<file path="src/rtl/shared_reg_arbiter_if.sv">
// Bus between the write requesters and the shared-register arbiter.
// The master modport is the requester side; the slave modport is the arbiter.
interface shared_reg_arbiter_if #(
   parameter int unsigned WIDTH = 32,
   parameter int unsigned N     = 4
);
   localparam int unsigned IW = $clog2(N);

   logic [N-1:0]       req_valid;
   logic [N*WIDTH-1:0] req_data;
   logic [N-1:0]       req_ready;
   logic [WIDTH-1:0]   out;
   logic [IW-1:0]      grant_id;
   logic               busy;

   modport master (
      output req_valid,
      output req_data,
      input  req_ready,
      input  out,
      input  grant_id,
      input  busy
   );

   modport slave (
      input  req_valid,
      input  req_data,
      output req_ready,
      output out,
      output grant_id,
      output busy
   );
endinterface

</file>
<file path="src/rtl/shared_reg_arbiter.sv">
// Shared register written by N requesters under round-robin arbitration.
// Every accepted write takes an IDLE->COMMIT pair; req_ready pulses in COMMIT.
module shared_reg_arbiter #(
   parameter int unsigned       WIDTH     = 32,
   parameter logic [WIDTH-1:0]  RESET_VAL = '0,
   parameter int unsigned       N         = 4
) (
   input  logic               clk,
   input  logic               reset,
   shared_reg_arbiter_if.slave bus
);
   localparam int unsigned IW = $clog2(N);

   localparam logic IDLE   = 1'b0;
   localparam logic COMMIT = 1'b1;

   logic             state_q, state_d;
   logic [WIDTH-1:0] data_q, data_d;
   logic [IW-1:0]    ptr_q, ptr_d;
   logic [IW-1:0]    grant_q, grant_d;

   logic             found;
   logic [IW-1:0]    sel;
   logic [IW-1:0]    cand;

   // First valid requester scanning upward from ptr, wrapping N-1 to 0.
   always_comb begin
      found = 1'b0;
      sel   = '0;
      cand  = '0;
      for (int unsigned k = 0; k < N; k++) begin
         cand = IW'((32'(ptr_q) + k) % N);
         if (!found && bus.req_valid[cand]) begin
            found = 1'b1;
            sel   = cand;
         end
      end
   end

   always_comb begin
      state_d = state_q;
      data_d  = data_q;
      ptr_d   = ptr_q;
      grant_d = grant_q;
      unique case (state_q)
         IDLE: begin
            if (found) begin
               data_d  = bus.req_data[32'(sel)*WIDTH +: WIDTH];
               grant_d = sel;
               state_d = COMMIT;
            end
         end
         COMMIT: begin
            ptr_d   = (grant_q == IW'(N - 1)) ? '0 : grant_q + IW'(1);
            state_d = IDLE;
         end
         default: state_d = IDLE;
      endcase
   end

   always_ff @(posedge clk) begin
      if (reset) begin
         state_q <= IDLE;
         data_q  <= RESET_VAL;
         ptr_q   <= '0;
         grant_q <= '0;
      end else begin
         state_q <= state_d;
         data_q  <= data_d;
         ptr_q   <= ptr_d;
         grant_q <= grant_d;
      end
   end

   always_comb begin
      bus.req_ready = '0;
      if (state_q == COMMIT) begin
         bus.req_ready[grant_q] = 1'b1;
      end
   end

   assign bus.busy     = (state_q == COMMIT);
   assign bus.out      = data_q;
   assign bus.grant_id = grant_q;
endmodule

</file>
<file path="src/flat_wrapper.sv">
// flat-port wrapper written by rule: the top's interface ports become plain ports
module shared_reg_arbiter_flat 
#(
   parameter int unsigned       WIDTH     = 32,
   parameter logic [WIDTH-1:0]  RESET_VAL = '0,
   parameter int unsigned       N         = 4
)
  (clk, reset, bus_req_valid, bus_req_data, bus_req_ready, bus_out, bus_grant_id, bus_busy);
  shared_reg_arbiter_if #(.WIDTH(WIDTH), .N(N)) bus_i ();
  input  logic clk;
  input  logic reset;
  input wire logic [$bits(bus_i.req_valid)-1:0] bus_req_valid;
  input wire logic [$bits(bus_i.req_data)-1:0] bus_req_data;
  output wire logic [$bits(bus_i.req_ready)-1:0] bus_req_ready;
  output wire logic [$bits(bus_i.out)-1:0] bus_out;
  output wire logic [$bits(bus_i.grant_id)-1:0] bus_grant_id;
  output wire logic [$bits(bus_i.busy)-1:0] bus_busy;
  assign bus_i.req_valid = bus_req_valid;
  assign bus_i.req_data = bus_req_data;
  assign bus_req_ready = bus_i.req_ready;
  assign bus_out = bus_i.out;
  assign bus_grant_id = bus_i.grant_id;
  assign bus_busy = bus_i.busy;
  shared_reg_arbiter #(.WIDTH(WIDTH), .RESET_VAL(RESET_VAL), .N(N)) u_core (.clk(clk), .reset(reset), .bus(bus_i));
endmodule
</file>
<file path="config.mk">
export PLATFORM = sky130hd
export DESIGN_NAME = shared_reg_arbiter_flat
export DESIGN_NICKNAME = d
export VERILOG_FILES = /design/src/rtl/shared_reg_arbiter_if.sv /design/src/rtl/shared_reg_arbiter.sv /design/src/flat_wrapper.sv
export SDC_FILE = /design/constraint.sdc
export NUM_CORES = 1
export LEC_CHECK = 0
export BUFFER_PORTS_ARGS = -buffer_cell sky130_fd_sc_hd__buf_2
export CORE_AREA = 3 3 73 92
export DETAILED_ROUTE_END_ITERATION = 6
export DIE_AREA = 0 0 76 95
export PLACE_DENSITY = 0.9
export RECOVER_POWER = 100
export SETUP_SLACK_MARGIN = 0.05
export SKIP_LAST_GASP = 1
export SLEW_MARGIN = 5
export SYNTH_ARGS = -nofsm -noshare
export SYNTH_HDL_FRONTEND = slang
export SYNTH_SLANG_ARGS = --single-unit
</file>
<file path="constraint.sdc">
create_clock -name clk -period 2.15 [get_ports clk]
set_input_delay 0.215 -clock clk [delete_from_list [all_inputs] [get_ports clk]]
set_output_delay 0.215 -clock clk [all_outputs]
set_load 0.02 [all_outputs]
</file>
==> results.md <==
* Status: complete, no violations
* Leakage at approximately 1.6 nW
* Largest net degree at the start of global routing at 33
* Post-DP Area at roughly 3400 um2
* Drt first pass iters at 4
* Post-synthesis sequential area ratio at 30.17%
* Initial DRC count at 75
* CP max FO at 32
* ANT cells at 0
* Nature of the critical path startpoint: flop
* Slowest Stage Delay on Critical Path at about 0.54 ns
* Mapped Area at around 2500 um2
* Num CTS Buffers at 5
* Hold crit path type: in -> reg
* Fraction of registers with async set/reset at 0%
* CP startpoint: u_core.ptr_q[1]
* Crit share post-route at 93.89%
* Distinct cells, synth at 42
* DR vias at between 2000 and 3000
* Clock Latency Late Sink at 0.28 ns
* Nets@finish at 560
* I/O pin count at about 170
* Port bufs at around 170
* Hold Path Origin: reset
* H-tree depth at 2
* Most common cell after layout, fill and taps aside: buf_2
* Tot GR Track Use at between 20% and 30%
* CP endpoint kind: flop
* Initial antenna violation count at 0
* Post-Route WL at ~8300 um
* Gr ovfl total at 0
* Final setup viols at 0
* RSZ-0062 raised after global routing: false
* Flops & latches, synth at 37
* Post-synth EDFFs at 0
* Reg2Reg Launch Point: u_core.ptr_q[1]
* Post-route minimum period at ~2.0 ns
* Hpwl dp at around 6500 um
* Setup bufs post-CTS at 0
* CP arrival at between 2 and 2.5 ns
* Least-Margin Pin Slew at between 0.6 and 0.7 ns
* CTS tree: done
* Fmax achieved at slightly below 500 MHz
* Vias in the first global route at 2913
* WL per Instance at approximately 16 um
* RePlAce Congestion at ~0.8
* Design area at approximately 3400 um2
* Critical Path RT at approximately 2.3 ns
* Fin. Hold Viols at 0
* Non-filler instance count after layout at approximately 500
* CP max stage cell: a2111oi_0
* Vias per cell at approximately 5.5
* Cells after synthesis at 258
* Antenna-violating nets left at 0
* Slew Limit Fails at 0
* Crit-path cells: mux2i_1 -> or2_4 -> nand3_4 -> buf_12 -> a2111oi_0 -> a2111oi_1
* Layout cells sized above 1 at a little under two fifths
* Starting Density at approximately two fifths
* Die Span Y at roughly 95 um
* Max_cap viols at 0
* Site Rows at 31
* Reg clk slew, reported paths at 0.08 ns
* Main flop type after synthesis: dfxtp_1
* Bufs on Longest Clock Path at 2
* VDD IR-drop max at between 300 and 400 uV
* CORE AREA at 5857 um2
* Area grow syn2layout at 38.84%
* Synth Area per Inst at between 9 and 10 um2
* Clock sink total at 37
* Post-route setup slack at around 0.13 ns
* Worst slew margin at about 54%
* First-pass GRT wire length at 13350 um
* Yosys warnings at 0
* Final setup skew at 0.007187 ns
* Syn_nets at about 400
* Power Total at 2.055 mW
* Residual DRC at 0
* Die X at 76 um
* # placed instances at between 400 and 500
* Root buffer cell: clkbuf_8
* Dpl ws at -0.06620 ns
* Power per cell area at 602.9 nW/um2
* Die ar. at 7220 um2
* Commonest non-fill, non-tap cells in the layout: buf_2, mux2i_1, clkbuf_1, dfxtp_1, nor2_1
* Critical path class: reg -> reg
report_power, final:
| group | switching, mW | internal [mW] |
|---|---|---|
| clock network | 0.248 | 0.225 |
| logic | 0.440 | 0.319 |
| registers | 0.0519 | 0.771 |
cells in the mapped netlist (2+ instances only):
master     instances  area (um2)
buf_12             2       40.04
nand4_1            2       12.51
a2111oi_2          2       30.03
and2_1             5       31.28
a21o_1             3       22.52
o211ai_1           2       15.01
o31ai_1            2       15.01
and4_1            18       157.7
o221ai_1          12       105.1
nand3_1           14       70.07
mux2i_1           47       470.5
inv_1              3       11.26
buf_4              3       22.52
a2111oi_1         16       160.2
buf_6              2       22.52
ha_1               4       50.05
nor2_1            25       93.84
nand2_1            2       7.510
or2_1              2       12.51
buf_2              6       30.03
buf_1              2       7.510
a2111oi_0         17       148.9
clkbuf_1          11       41.29
a21oi_1            2       10.01
dfxtp_1           37       740.7
registers in the layout, summed over array words and instances (netlist names):
signal               flops
u_core.bus.busy          1
u_core.ptr_q             2
u_core.bus.out          32
u_core.bus.grant_id      2
metrics by stage:
| stage | hold slack [ns] | TNS (ns) | utilization, % |
|---|---|---|---|
| detailed placement | 0.4623 | -0.5732 | 57.27 |
| CTS | 0.1912 | 0 | 58.81 |
| global placement | 0.4698 | 0 | 57.27 |
| global route | 0.2009 | 0 | 58.19 |
| floorplan | 0.2986 | 0 | - |
| finish | 0.2004 | 0 | 58.19 |
path summary, 6_finish.rpt:
check                             to  slack (ns)  cells after the start
setup reg to reg   u_core.bus.out[1]        0.13                      6
hold / removal     u_core.bus.out[2]        0.20                      2
hold reg to reg   u_core.bus.out[29]        0.50                      2
setup / recovery   u_core.bus.out[1]        0.13                      6
routing by layer:
layer,track usage [%],up-vias,routed length (um)
li1,-,1358,-
met2,45.19,131,4517
met3,5.057,11,554
met1,23.60,1264,3104
met5,0,-,0
met4,6.495,0,110
cell type report:
class	instances	area, um2
clock buffer	6	72.57
clock inverter	2	10.01
fill	530	2449
inverter	4	15.01
multi-input combinational	190	1553
sequential	37	740.7
tap	82	102.6
timing repair buffer	184	914.6
cells by family (layout without fill, tap and decap cells):
| logic type | after synthesis | count (layout) | synth area share, % |
|---|---|---|---|
| adder cells (fa/ha/maj) | 4 | 4 | 2.039 |
| buffers and inverters | 31 | 196 | 7.492 |
| AO/OA/AOI/OAI | 65 | 65 | 23.39 |
| AND/OR/NAND/NOR | 74 | 74 | 17.74 |
| multiplexers | 47 | 47 | 19.16 |
| flip-flops | 37 | 37 | 30.17 |
worst max-delay path: cells and delay by family (launching register included):
family                 cells  cell delay, ns
buffers and inverters      1            0.21
DFF                        1            0.42
muxes                      1            0.29
and+or+nand+nor            2            0.30
AOI/OAI and AO/OA          2            0.65
what timing repair did:
item                                    CTS  global route
resized for setup                         1             9
gates cloned                              0             0
hold buffers                              0             0
endpoints found under the setup margin   14            21
Power figures use the tool's default switching activity.
